### config.mk
export PLATFORM = sky130hd
export DESIGN_NAME = axi_slave_lite_regs
export DESIGN_NICKNAME = d
export VERILOG_FILES = /design/src/rtl/axi_slave_lite_regs.sv
export SDC_FILE = /design/constraint.sdc
export NUM_CORES = 1
export LEC_CHECK = 0
export BUFFER_PORTS_ARGS = -buffer_cell sky130_fd_sc_hd__buf_2
export CAP_MARGIN = 20
export CORE_ASPECT_RATIO = 0.7
export CORE_MARGIN = 1.5
export CORE_UTILIZATION = 62
export DETAILED_ROUTE_END_ITERATION = 12
export HOLD_SLACK_MARGIN = 0.12
export PLACE_DENSITY = 0.95
export SYNTH_ARGS = -nofsm -noshare
export SYNTH_HDL_FRONTEND = slang
export SYNTH_SLANG_ARGS = --single-unit
### constraint.sdc
create_clock -name S_AXI_ACLK -period 4.52 [get_ports S_AXI_ACLK]
set_input_delay 0.678 -clock S_AXI_ACLK [delete_from_list [all_inputs] [get_ports S_AXI_ACLK]]
set_output_delay 0.678 -clock S_AXI_ACLK [all_outputs]
set_load 0.01 [all_outputs]
### src/rtl/axi_slave_lite_regs.sv
// AXI4-Lite slave with seven read/write words and one read-only status word (word 7).
// Build option: define AXIL_SLV_RESP_ERR_EN to answer writes to word 7 with SLVERR instead of OKAY.
module axi_slave_lite_regs #(
    parameter int C_S_AXI_DATA_WIDTH = 32,
    parameter int C_S_AXI_ADDR_WIDTH = 5
) (
    input  logic                            S_AXI_ACLK,
    input  logic                            S_AXI_ARESET,
    input  logic [C_S_AXI_ADDR_WIDTH-1:0]   S_AXI_AWADDR,
    input  logic [2:0]                      S_AXI_AWPROT,
    input  logic                            S_AXI_AWVALID,
    output logic                            S_AXI_AWREADY,
    input  logic [C_S_AXI_DATA_WIDTH-1:0]   S_AXI_WDATA,
    input  logic [C_S_AXI_DATA_WIDTH/8-1:0] S_AXI_WSTRB,
    input  logic                            S_AXI_WVALID,
    output logic                            S_AXI_WREADY,
    output logic [1:0]                      S_AXI_BRESP,
    output logic                            S_AXI_BVALID,
    input  logic                            S_AXI_BREADY,
    input  logic [C_S_AXI_ADDR_WIDTH-1:0]   S_AXI_ARADDR,
    input  logic [2:0]                      S_AXI_ARPROT,
    input  logic                            S_AXI_ARVALID,
    output logic                            S_AXI_ARREADY,
    output logic [C_S_AXI_DATA_WIDTH-1:0]   S_AXI_RDATA,
    output logic [1:0]                      S_AXI_RRESP,
    output logic                            S_AXI_RVALID,
    input  logic                            S_AXI_RREADY,
    output logic [C_S_AXI_DATA_WIDTH-1:0]   CTRL_O,
    input  logic [C_S_AXI_DATA_WIDTH-1:0]   STATUS_I
);

    localparam int NB = C_S_AXI_DATA_WIDTH / 8;

    typedef enum logic { W_IDLE, W_RESP } wstate_t;
    typedef enum logic { R_IDLE, R_DATA } rstate_t;

    wstate_t r_wstate, w_wstate_nxt;
    rstate_t r_rstate, w_rstate_nxt;

    logic                          r_live;
    logic                          r_aw_done, r_w_done;
    logic [2:0]                    r_aw_idx;
    logic [C_S_AXI_DATA_WIDTH-1:0] r_wdata;
    logic [NB-1:0]                 r_wstrb;
    logic [1:0]                    r_bresp;
    logic [C_S_AXI_DATA_WIDTH-1:0] r_rdata;
    logic [C_S_AXI_DATA_WIDTH-1:0] r_regs [0:7];

    logic                          w_awready, w_wready, w_arready;
    logic                          w_aw_hs, w_w_hs, w_ar_hs, w_commit;
    logic [2:0]                    w_wr_idx, w_rd_idx;
    logic [C_S_AXI_DATA_WIDTH-1:0] w_wr_data, w_rd_mux;
    logic [NB-1:0]                 w_wr_strb;
    logic [1:0]                    w_bresp_nxt;
    logic                          w_unused;

    assign w_unused = ^{S_AXI_AWPROT, S_AXI_ARPROT, S_AXI_AWADDR[1:0], S_AXI_ARADDR[1:0]};

    always_ff @(posedge S_AXI_ACLK) begin
        if (S_AXI_ARESET) begin
            r_wstate <= W_IDLE;
            r_rstate <= R_IDLE;
        end else begin
            r_wstate <= w_wstate_nxt;
            r_rstate <= w_rstate_nxt;
        end
    end

    always_comb begin
        w_wstate_nxt = r_wstate;
        w_awready    = 1'b0;
        w_wready     = 1'b0;
        w_commit     = 1'b0;
        case (r_wstate)
            W_IDLE: begin
                w_awready = r_live & ~r_aw_done;
                w_wready  = r_live & ~r_w_done;
                w_commit  = (r_aw_done | (S_AXI_AWVALID & w_awready)) &
                            (r_w_done  | (S_AXI_WVALID  & w_wready));
                if (w_commit)
                    w_wstate_nxt = W_RESP;
            end
            W_RESP: begin
                if (S_AXI_BREADY)
                    w_wstate_nxt = W_IDLE;
            end
            default: w_wstate_nxt = W_IDLE;
        endcase
    end

    always_comb begin
        w_rstate_nxt = r_rstate;
        w_arready    = 1'b0;
        case (r_rstate)
            R_IDLE: begin
                w_arready = r_live;
                if (S_AXI_ARVALID & w_arready)
                    w_rstate_nxt = R_DATA;
            end
            R_DATA: begin
                if (S_AXI_RREADY)
                    w_rstate_nxt = R_IDLE;
            end
            default: w_rstate_nxt = R_IDLE;
        endcase
    end

    assign w_aw_hs   = S_AXI_AWVALID & w_awready;
    assign w_w_hs    = S_AXI_WVALID & w_wready;
    assign w_ar_hs   = S_AXI_ARVALID & w_arready;
    // A channel captured this very edge bypasses its holding register.
    assign w_wr_idx  = w_aw_hs ? S_AXI_AWADDR[4:2] : r_aw_idx;
    assign w_wr_data = w_w_hs ? S_AXI_WDATA : r_wdata;
    assign w_wr_strb = w_w_hs ? S_AXI_WSTRB : r_wstrb;
    assign w_rd_idx  = S_AXI_ARADDR[4:2];
    assign w_rd_mux  = (w_rd_idx == 3'd7) ? STATUS_I : r_regs[w_rd_idx];

`ifdef AXIL_SLV_RESP_ERR_EN
    assign w_bresp_nxt = (w_wr_idx == 3'd7) ? 2'b10 : 2'b00;
`else
    assign w_bresp_nxt = 2'b00;
`endif

    always_ff @(posedge S_AXI_ACLK) begin
        if (S_AXI_ARESET) begin
            r_live    <= 1'b0;
            r_aw_done <= 1'b0;
            r_w_done  <= 1'b0;
            r_aw_idx  <= '0;
            r_wdata   <= '0;
            r_wstrb   <= '0;
            r_bresp   <= 2'b00;
            r_rdata   <= '0;
            for (int i = 0; i < 8; i++)
                r_regs[i] <= '0;
        end else begin
            r_live <= 1'b1;
            if (w_aw_hs) begin
                r_aw_done <= 1'b1;
                r_aw_idx  <= S_AXI_AWADDR[4:2];
            end
            if (w_w_hs) begin
                r_w_done <= 1'b1;
                r_wdata  <= S_AXI_WDATA;
                r_wstrb  <= S_AXI_WSTRB;
            end
            if (w_commit) begin
                r_aw_done <= 1'b0;
                r_w_done  <= 1'b0;
                r_bresp   <= w_bresp_nxt;
                if (w_wr_idx != 3'd7) begin
                    for (int b = 0; b < NB; b++)
                        if (w_wr_strb[b])
                            r_regs[w_wr_idx][8*b +: 8] <= w_wr_data[8*b +: 8];
                end
            end
            // Sampled from the pre-commit array, so a colliding write is not yet visible.
            if (w_ar_hs)
                r_rdata <= w_rd_mux;
        end
    end

    assign S_AXI_AWREADY = w_awready;
    assign S_AXI_WREADY  = w_wready;
    assign S_AXI_ARREADY = w_arready;
    assign S_AXI_BVALID  = (r_wstate == W_RESP);
    assign S_AXI_BRESP   = r_bresp;
    assign S_AXI_RVALID  = (r_rstate == R_DATA);
    assign S_AXI_RDATA   = r_rdata;
    assign S_AXI_RRESP   = 2'b00;
    assign CTRL_O        = r_regs[0];

endmodule

# Word level (Yosys, flattened, before mapping)

Memory sizes are Yosys's and may differ from the RTL's.
Cells that the tools add are included.

Input port bits: 91
Flip-flop bits (word level): 76
Word-level logic and storage cells: 69
Memories kept: 1
RAM bits: 256
Output and inout bits: 73

Memory list:

| memory | depth | width | rd ports | clocked after memory_dff | write ports | line | RTL |
|---|---|---|---|---|---|---|---|
| r_regs | 8     | 32    | 2        | 0                        | 8           | 47   | `logic [C_S_AXI_DATA_WIDTH-1:0] r_regs [0:7];` |

Bitwise operators: 15
Mux-type cells: 40
Equality and inequality tests: 2
Reduce and logical (&&, ||, !) cells: 2

Operator list:

| kind                                         | count |
|---|---|
| 32-bit two-way mux                           | 3 |
| 32-bit OR reduction                          | 1 |
| 1-bit two-way mux                            | 31 |
| 1-bit AND                                    | 9 |
| 4-bit two-way mux                            | 2 |
| 3-bit two-way mux                            | 2 |
| 1-bit inverter                               | 4 |
| 1-bit case mux with 2 select lines           | 2 |
| 3-bit == test, second input constant         | 1 |
| 3-bit inequality test, second input constant | 1 |
| 1-bit OR                                     | 2 |
| 2-bit OR reduction                           | 1 |

# Longest topological paths before layout

Gate-level depths: netlist of the first run.

Depth after elaboration: 12
Depth in mapped cells: 7
Depth with buffers taken out: 4

# Worst setup path after synthesis of the first run

Ideal clock, no wire load.

Kind: input to register
From: input S_AXI_AWVALID
To: memory r_regs[4][0], enable pin
Setup time: 0.384 ns
Stages: 6
Path slack: 1.534 ns
Data arrival time: 2.602 ns
Path buffers: 2
Data required time: 4.136 ns
Path through: nor4bb_1 -> buf_4 -> mux2i_1 -> clkbuf_1 -> nand2_1 -> o21ai_0

RTL lines:

| item               | line | RTL |
|---|---|---|
| start: declaration | 11   | `input logic S_AXI_AWVALID,` |
| end: declaration   | 47   |  |

==> results of run 1 <==
## final cells by class
class | instances | area share (%)
timing repair buffer | 186 | 6.85
multi-input combinational | 592 | 28.3
inverter | 4 | 0.102
clock buffer | 34 | 4.89
clock inverter | 16 | 1.59
tap | 270 | 2.29
sequential | 300 | 55.9
antenna | 1 | 0.0170
## through the flow
stage / instance area (µm²) / power [µW] / util [%] / setup slack, ns
6_report: 14800 / 6170 / 73.7 / 0.874
5_1_grt: 14800 / 6300 / 73.7 / 0.889
4_1_cts: 14700 / 6150 / 73.6 / 0.934
3_5_place_dp: 13800 / 3690 / 68.8 / 0.748
3_3_place_gp: 13800 / 3660 / 68.8 / 1.04
2_1_floorplan: 12800 / 3480 / - / 1.53
## power by group
part	internal (µW)	leakage, µW	switching [µW]
Clock	1480	0.000471	1040
Sequential	3060	0.00294	54.6
Combinational	213	0.00200	331
## critical path: cells and delay by family (launching register included)
kind	cells	cell delay [ns]
and+or+nand+nor	3	1.64
buffers and inverters	2	0.66
DFF	1	0.63
muxes	1	0.47
## layer usage
layer  vias to the layer above  track usage, %  share of wire [%]
met4                         2            13.8                4.4
met1                      4439            42.6                 36
met5                         -               0              0.035
li1                       3821               -                  -
met2                       781            53.5                 47
met3                       160            6.43                 12
## how the worst max path moves through the flow
stage	endpoint	depth (start not counted)
final	r_regs[3][31]	6
after global routing	r_regs[3][31]	6
after CTS	r_regs[4][3]	5
after detailed placement	r_regs[4][3]	6
after global placement	r_regs[1][28]	6
after floorplan	r_regs[4][0]	6
## logic make-up after synthesis
kind of cell / after synthesis / share of synthesized area (%)
and+or+nand+nor: 379 / 13.0
buffers and inverters: 73 / 2.86
other: 1 / 0.0294
muxes: 112 / 15.1
AOI/OAI and AO/OA: 97 / 4.36
DFF: 300 / 64.6
## flip-flops by register name, indices dropped and copies added (netlist names)
signal	flops
r_w_done	1
S_AXI_RVALID	1
r_wdata	32
r_aw_done	1
r_aw_idx	3
S_AXI_RDATA	32
r_live	1
r_wstrb	4
S_AXI_BVALID	1
r_regs	224
## placed cells by master (no fill, tap or decap), drive strengths merged, types with 34 or more instances in the layout
cell type,n
dfxtp,76
o21ai,48
mux2i,41
edfxtp,224
buf,186
nor2,271
clkbuf,34
mux4,64
nor3,36
==> results.md, run 1 <==
- Worst R2R Path Depth: 6
- Inst Count DP: between 1000 and 1500
- Endpoints failing setup: 0
- Post-CTS Setup Bufs: 0
- Crit Path Class: reg2reg
- Synth Warn #: 0
- Reg-to-reg startpoint: r_live
- Worst hold start: S_AXI_BREADY
- Final Slew Violations: 0
- Global-route wire length before repair: 51300 µm
- Top_reg_cell synth: edfxtp_1
- Arrival @ worst endpoint: 3.93 ns
- Asr flop ratio synth: 0%
- Final Hold Fails: 0
- Vias per inst: 6.56
- CP Data Required Time: 4.81 ns
- Post-CTS Resized: 0
- Worst hold path class: in2reg
- Seq cells post-synth: 300
- CP Max Fanout: 20
- Setup TNS: 0 ns
- Clock Tree Root: clkbuf_16
- Crit-path most repeated cell: buf_4
- Core Area: between 0.02 and 0.025 mm²
- DR DRC count: 0
- Worst path cell trace: nor4bb_2 -> mux2i_1 -> buf_4 -> or4b_1 -> buf_4 -> nor2_1
- Max Freq: 274 MHz
- Count leader, synth: nor2_1
- Worst setup EP type: flop
- Area occupied by registers: 0.00825 mm²
- Via Count: 9203
- Hold Buf Count CTS: 0
- Area Growth Syn to Fin: 15.6%
- Setup crit start: r_live
- Register area share after synthesis: 64.6%
- Hpwl dp: 21800 µm
- Area of the multi-input gates: 0.00418 mm²
- Clk_lat worst skew: 0.55 ns
- Dominant cell type by area after synthesis: edfxtp_1
- Layout Nets: 1202
- Cell Rows: 43
- WL final: 34600 µm
- Maxcap violations: 0
- Pre-Repair DR Iteration Count: 6
- Chip height: around 120 µm
- Starting density of the core: between 60% and 70%
- Startpoint types: flop
- CP max stage delay: 0.78 ns
- DR iter-0 viols: 1400
- Die area: between 0.02 and 0.025 mm²
- Status: completed
- Hold WS: 0.451 ns
- Mean Syn Cell Area: 13.3 µm²
- Pwr dens: 418 mW/mm²
- Mapped cell area: 0.0128 mm²
- TritonCTS Sinks: 300
- RSZ-0062 raised after global routing: no
- Antenna viol nets, final: 0
- IO Count: 164
- Die span in x: 174 µm
- Clock transition at path regs: 0.07 ns
- R2R Path End: r_regs[3][31]
- H-tree Lvls: 1
- Slowest cell on crit path: nor4bb_2
- Final Skew: about 0.019 ns
- Post-Layout Cell Count: 1403
- Pleak: 0.00541 µW
- Pin count of the biggest net entering global routing: 62
- Period utilisation layout: 80.7%
- Antenna violations before repair: 2
- Ranking of synthesized cells by area: edfxtp_1 53%, dfxtp_1 12%, mux4_2 11%
- CTS tree: built
- Synth Instances: roughly 960
- GR Overflow Total: 0
- Layout cell share with drive strength beyond 1: 29.3%
- Worst-margin pin slew: 1.12 ns
- Worst Hold Endpoint: S_AXI_BVALID
- # fillers: 1223
- CTS buffer count: 27
- All-layer global routing usage: 32.3%
- Routability-driven placement congestion ratio: 0.843
- Vias in the first global route: 9087
- CTS Buffer Depth: 3
- Port bufs: 149
- Routed WL per cell: 24.6 µm
- VDD IR max: 0.000358 V
- Hold depth: 4
- Post-route minimum period: between 3 and 4 ns
- Setup slack, reg-to-reg: 0.87 ns
- Max-Slew Margin vs Limit: 25.6%
- Post-synth EDFFs: ~220
- Synth top area share: around 53%
- Synth cell count leaders: 271 x nor2_1, 224 x edfxtp_1, 76 x dfxtp_1
- Distinct cells, synth: 33
No activity file was read; power rests on OpenSTA's default activity.
==> run 2: changes to the inputs <==
CORE_UTILIZATION = 52   (was 62)
PLACE_DENSITY = 0.86   (was 0.95)
clock period = 2.9 ns   (was 4.52 ns; I/O delays follow)
==> results.md, run 2 (synthesis results as in run 1) <==
- Status: completed
- Sw Share: 22.8% (-0.26 points)
- CTS tree: built
- Antenna cell count: 0 (-1)
- Clock Power Share: 39.1% (-1.6 points)
- H-tree Lvls: 1 (unchanged)
- Worst hold path class: in2reg
- Sw power: 2140 µW (+51%)
- Setup TNS: 0 ns (unchanged)
- Antenna viol nets, final: 0 (unchanged)
- CP Max Fanout: 11 (-45%)
- Cell Rows: 47 (+9.3%)
- All-layer global routing usage: 26.2% (-6.1 points)
- DR DRC count: 0 (unchanged)
- Pin count of the biggest net entering global routing: 50 (-19%)
- CP Buf/Inv Count: 2 (unchanged)
- Final Hold Fails: 0 (unchanged)
- Area Growth Syn to Fin: 17.9%
- Post-CTS Setup Bufs: 0 (unchanged)
- Pre-Repair DR Iteration Count: 8 (+2)
- Hpwl dp: 22500 µm (+3.1%)
- Fin util: 63.0% (-11 points)
- Startpoint types: flop
- Vias per inst: 5.97 (-9.0%)
- Pwr dens: 626 mW/mm² (+50%)
- Hold Buf Count CTS: 0 (unchanged)
- Worst setup EP type: flop
- WL final: 33000 µm (-4.7%)
- Reg-to-reg startpoint: r_live
- Post-CTS Resized: 0 (unchanged)
- CTS buffer count: 28 (+3.7%)
- DP Area: 0.0141 mm² (+2.6%)
- Setup crit start: r_live
- Slowest cell on crit path: dfxtp_1
- CTS Buffer Depth: 3 (unchanged)
- Via Count: 8832 (-4.0%)
- Largest Register: r_regs
- Core Area: 0.0239 mm² (+19%)
- DR iter-0 viols: 1093 (-22%)
- Worst path cell trace: nor4bb_2 -> buf_4 -> mux2_2 -> or4b_1 -> buf_4 -> nor2_1
- Routability-driven placement congestion ratio: 0.836 (-0.76%)
- Pre-CTS setup slack: 0.412 ns (-0.337 ns)
- Worst-margin pin slew: 0.536 ns (-0.581 ns)
- Pleak: 0.00552 µW (+2.2%)
- Clock Tree Root: clkbuf_16
- Final Skew: 0.0150 ns (-0.00384 ns)
- Die area: 0.0255 mm² (+19%)
- CP max stage delay: 0.56 ns (-0.22 ns)
- Post-route minimum period: 2.58 ns (-1.07 ns)
- Commonest non-fill, non-tap cell in the layout: nor2_1
- CP Data Required Time: 3.29 ns (-1.52 ns)
- Clock transition at path regs: 0.07 ns (about the same)
- IO Count: 164 (unchanged)
- Chip height: 134 µm (+9.0%)
- Int Power: 7280 µW (+53%)
- Setup ws final: 0.325 ns (-0.549 ns)
- Combinational group share of total power: 9.4% (+0.6 points)
- Top Family by Delay on Critical Path: simple AND/OR/NAND/NOR gates
- Maxcap violations: 0 (unchanged)
- TritonCTS Sinks: 300 (unchanged)
- Period utilisation layout: 88.8% (+8.1 points)
- GR Overflow Total: 0 (unchanged)
- Clk_lat worst skew: 0.54 ns (about the same)
- Finished Cell Area: 0.0150 mm² (+2.0%)
- Final Slew Violations: 0 (unchanged)
- Reg power frac: 51.5% (+1.0 points)
- VDD IR max: 0.000470 V (+31%)
- Arrival @ worst endpoint: 2.97 ns (-0.96 ns)
- Max Freq: 388 MHz (+42%)
- Crit-path most repeated cell: buf_4
- Crit Path Class: reg2reg
- RSZ-0062 raised after global routing: no
- Layout Nets: 1231 (+2.4%)
- Max-Slew Margin vs Limit: 63.3% (+38 points)
- Starting density of the core: 53.5% (-10 points)
- Most frequent cells in the layout: 271 x nor2_1, 224 x edfxtp_1, 148 x buf_2, 76 x dfxtp_1, 64 x mux4_2
- Inst Count DP: 1428 (+6.0%)
- Routed WL per cell: 22.3 µm (-9.6%)
- Vias in the first global route: 8820 (-2.9%)
- Global-route wire length before repair: 50100 µm (-2.2%)
- Endpoints failing setup: 0 (unchanged)
- Max FFs per register: 224 (unchanged)
- Port bufs: 149 (unchanged)
- Worst hold start: S_AXI_BREADY
- Layout cell share with drive strength beyond 1: 30.6% (+1.3 points)
- Antenna violations before repair: 1 (-1)
- Post-Layout Cell Count: 1480 (+5.5%)
- Die span in x: 190 µm (+9.0%)
==> run 2: cell types whose count changed in the layout (fill, tap and decap cells not counted), moves of 2 or more <==
cell and delta:
buf_4 +30, buf_2 -6, clkbuf_1 +6, buf_12 +4, bufinv_16 -3, clkbuf_16 +2
==> run 2: power by group through the flow <==
stage	clock [µW]	sequential, µW	combinational, µW
3_3_place_gp	0	4930	844
5_1_grt	3880	4860	944
4_1_cts	3700	4850	877
3_5_place_dp	0	4940	871
2_1_floorplan	0	4940	490
6_report	3680	4850	885
==> run 2: layout make-up <==
type	instances	area, µm²
clock buffers	41	781
clock inverters	11	131
fillers	1782	8830
inverters	4	15.0
multi-input cells	592	4180
flip-flops and latches	300	8250
well taps	318	398
repair buffers	214	1290
==> run 2: tightest hold or removal path: stages <==
cell	delay [ns]
buf_2	0.09
inv_1	0.04
a21oi_1	0.05
nor2_1	0.07
==> run 2: per-layer routing <==
layer	global-route usage (%)	vias up	wire length, µm
met5	0	-	0
met4	8.66	0	961
met3	6.49	72	4010
met2	41.1	582	15300
met1	36.2	4289	12700
li1	-	3889	-
==> run 2: worst paths after layout <==
| kind | endpoint | slack, ns | depth (start not counted) |
|---|---|---|---|
| min | S_AXI_BVALID | 0.19 | 4 |
| min reg2reg | S_AXI_RDATA[27] | 0.51 | 2 |
| max | r_regs[1][3] | 0.32 | 6 |
| max reg2reg | r_regs[1][3] | 0.32 | 6 |
==> run 2: through the flow <==
| step | hold WS, ns | total power (µW) |
|---|---|---|
| final | 0.190 | 9420 |
| after floorplan | 0.487 | 5430 |
| after global routing | 0.205 | 9690 |
| after CTS | 0.175 | 9430 |
| after global placement | 0.491 | 5770 |
| after detailed placement | 0.494 | 5810 |
==> run 3: changes to the inputs <==
ABC_AREA = 1   (was unset)
PLACE_DENSITY = 0.85   (was 0.86)
==> results.md, run 3 <==
- Post-route minimum period: 2.41 ns (-0.163 ns)
- Register area share after synthesis: 61.1% (-3.5 points)
- Layout Nets: 1636 (+33%)
- Antenna cell count: 0 (unchanged)
- Layout cell share with drive strength beyond 1: 18.5% (-12 points)
- Synth Warn #: 0 (unchanged)
- Via Count: 10500 (+19%)
- Pre-Repair DR Iteration Count: 6 (-2)
- CP Data Required Time: 3.10 ns (-0.19 ns)
- Clock Tree Root: clkbuf_16
- Status: completed
- TritonCTS Sinks: 300 (unchanged)
- Asr flop ratio synth: 0% (unchanged)
- Maxcap violations: 0 (unchanged)
- Largest Register: r_regs
- Clk_lat worst skew: 0.55 ns (about the same)
- VDD IR max: 0.000475 V (+1.0%)
- CTS tree: built
- Clock transition at path regs: 0.06 ns (about the same)
- Distinct cells, synth: 26 (-21%)
- Setup TNS: 0 ns (unchanged)
- Final Hold Fails: 0 (unchanged)
- Worst R2R Path Depth: 6 (unchanged)
- Chip height: 138 µm (+2.7%)
- Worst hold path class: in2reg
- Area of the multi-input gates: 0.00484 mm² (+16%)
- Post-synth EDFFs: 224 (unchanged)
- Port bufs: 149 (unchanged)
- Hpwl dp: 22700 µm (+1.2%)
- Most frequent cells in the layout: 469 x nand2_1, 262 x nor2_1, 224 x edfxtp_1, 147 x buf_2, 96 x o21ai_0
- Ranking of synthesized cells by area: edfxtp_1 50%, nand2_1 13%, dfxtp_1 11%
- WL final: 34100 µm (+3.6%)
- Die area: 0.0269 mm² (+5.6%)
- Routed WL per cell: 18.0 µm (-19%)
- CP Max Fanout: 9 (-2)
- # fillers: 2022 (+13%)
- Area Growth Syn to Fin: 14.2%
- Final Skew: 0.0131 ns (-0.00196 ns)
- Core Area: 0.0256 mm² (+7.1%)
- Antenna violations before repair: 0 (-1)
- IO Count: 164 (unchanged)
- All-layer global routing usage: 25.1% (-1.1 points)
- Arrival @ worst endpoint: 2.61 ns (-0.36 ns)
- DR DRC count: 0 (unchanged)
- Hold depth: 4 (unchanged)
- Count leader, synth: nand2_1
- Post-CTS Resized: 0 (unchanged)
- Top_reg_cell synth: edfxtp_1
- Period utilisation layout: 83.2% (-5.6 points)
- H-tree Lvls: 1 (unchanged)
- Seq cells post-synth: 300 (unchanged)
- Post-CTS Setup Bufs: 0 (unchanged)
- Hold Buf Count CTS: 0 (unchanged)
- Antenna viol nets, final: 0 (unchanged)
- CTS buffer count: 28 (unchanged)
- Cell Rows: 49 (+4.3%)
- Pin count of the biggest net entering global routing: 129 (+160%)
- Commonest non-fill, non-tap cell in the layout: nand2_1
- Synth top area share: 49.9% (-2.8 points)
- Pwr dens: 611 mW/mm² (-2.4%)
- Mean Syn Cell Area: 9.50 µm² (-28%)
- Dominant cell type by area after synthesis: edfxtp_1
- RSZ-0062 raised after global routing: no
- DR iter-0 viols: 1169 (+7.0%)
- Endpoints failing setup: 0 (unchanged)
- Crit Path Class: reg2reg
- GR Overflow Total: 0 (unchanged)
- Worst-margin pin slew: 0.784 ns (+0.249 ns)
- Vias per inst: 5.55 (-7.0%)
- Area occupied by registers: 0.00825 mm² (unchanged)
- Final Slew Violations: 0 (unchanged)
- CTS Buffer Depth: 3 (unchanged)
- Max FFs per register: 224 (unchanged)
- Startpoint types: flop
- Die span in x: 196 µm (+2.8%)
- Synth Instances: 1420 (+48%)
- Max-Slew Margin vs Limit: 47.6% (-16 points)
- Starting density of the core: 52.8% (-0.69 points)
- Worst setup EP type: flop
- Max Freq: 415 MHz (+6.8%)
- Hold WS: 0.139 ns (-0.0512 ns)
- Routability-driven placement congestion ratio: 0.901 (+7.7%)
- Global-route wire length before repair: 51600 µm (+2.9%)
- Pleak: 0.00638 µW (+15%)
- Vias in the first global route: 9549 (+8.3%)
- Mapped cell area: 0.0135 mm² (+5.7%)
- Synth cell count leaders: 469 x nand2_1, 262 x nor2_1, 224 x edfxtp_1
[run 3: cell count changes in the layout (fill, tap and decap cells not counted), sizes merged, moves of 31 or more]
cell | previous run | this run
mux4 | 64 | 0
or2 | 32 | 1
nand3 | 1 | 70
o22ai | 32 | 0
nand2 | 8 | 497
a21oi | 4 | 36
nor3 | 36 | 0
buf | 214 | 166
o21ai | 48 | 98
[run 3: through the flow]
stage | cell area [µm²] | setup slack [ns] | util (%) | total power [µW] | cells
after CTS | 15400 | 0.525 | 60.3 | 9420 | 1897
after global placement | 14500 | 0.490 | 56.9 | 5920 | 1846
final | 15400 | 0.488 | 60.3 | 9410 | 1897
after global routing | 15400 | 0.300 | 60.3 | 9690 | 1897
after detailed placement | 14500 | 0.450 | 56.9 | 5950 | 1846
after floorplan | 13500 | 0.992 | - | 5580 | 1423
[run 3: cells by family after synthesis]
| kind of cell | count (synthesis) | share of synthesized area [%] |
|---|---|---|
| simple gates | 851 | 25.6 |
| flops | 300 | 61.1 |
| compound gates | 134 | 4.97 |
| buf+inv | 102 | 3.15 |
| mux | 32 | 5.06 |
| other cells | 1 | 0.0278 |
[run 3: worst max-delay path, stage by stage, from the launching register on]
cell and delay (ns):
dfxtp_1 0.34, clkinv_1 0.19, nand2_1 0.12, nand3_1 0.37, nor2_4 0.43, nand2_2 0.23, nand2_1 0.37
[run 3: layer usage]
metal / vias up / part of all wire, % / global-route usage, % / wire, µm
met5: - / 0 / 0 / 0
met4: 0 / 2.7 / 8.44 / 929
met3: 76 / 11 / 4.41 / 3820
met2: 649 / 45 / 39.1 / 15400
met1: 4853 / 41 / 35.7 / 14000
li1: 4948 / - / - / -
[run 3: power by group]
part	switching, µW	internal [µW]	leakage, µW
Combinational	699	323	0.00301
Clock	1600	1930	0.000432
Sequential	81.9	4780	0.00293
Total	2380	7040	0.00638
[run 3: worst paths after layout]
| check | end | slack (ns) | start |
|---|---|---|---|
| worst min-delay path | S_AXI_RVALID | 0.14 | S_AXI_RREADY |
| worst max-delay path | r_regs[0][24] | 0.49 | r_aw_done |
| worst max register to register | r_regs[0][24] | 0.49 | r_aw_done |
| worst min register to register | S_AXI_RVALID | 0.51 | S_AXI_RVALID |
[run 3: cell type report]
type	instances	share of cell area, %
sequential	300	53.5
multi-input combinational	1021	31.4
timing repair buffer	166	6.03
clock buffer	33	4.87
tap	331	2.69
clock inverter	18	0.772
inverter	28	0.690
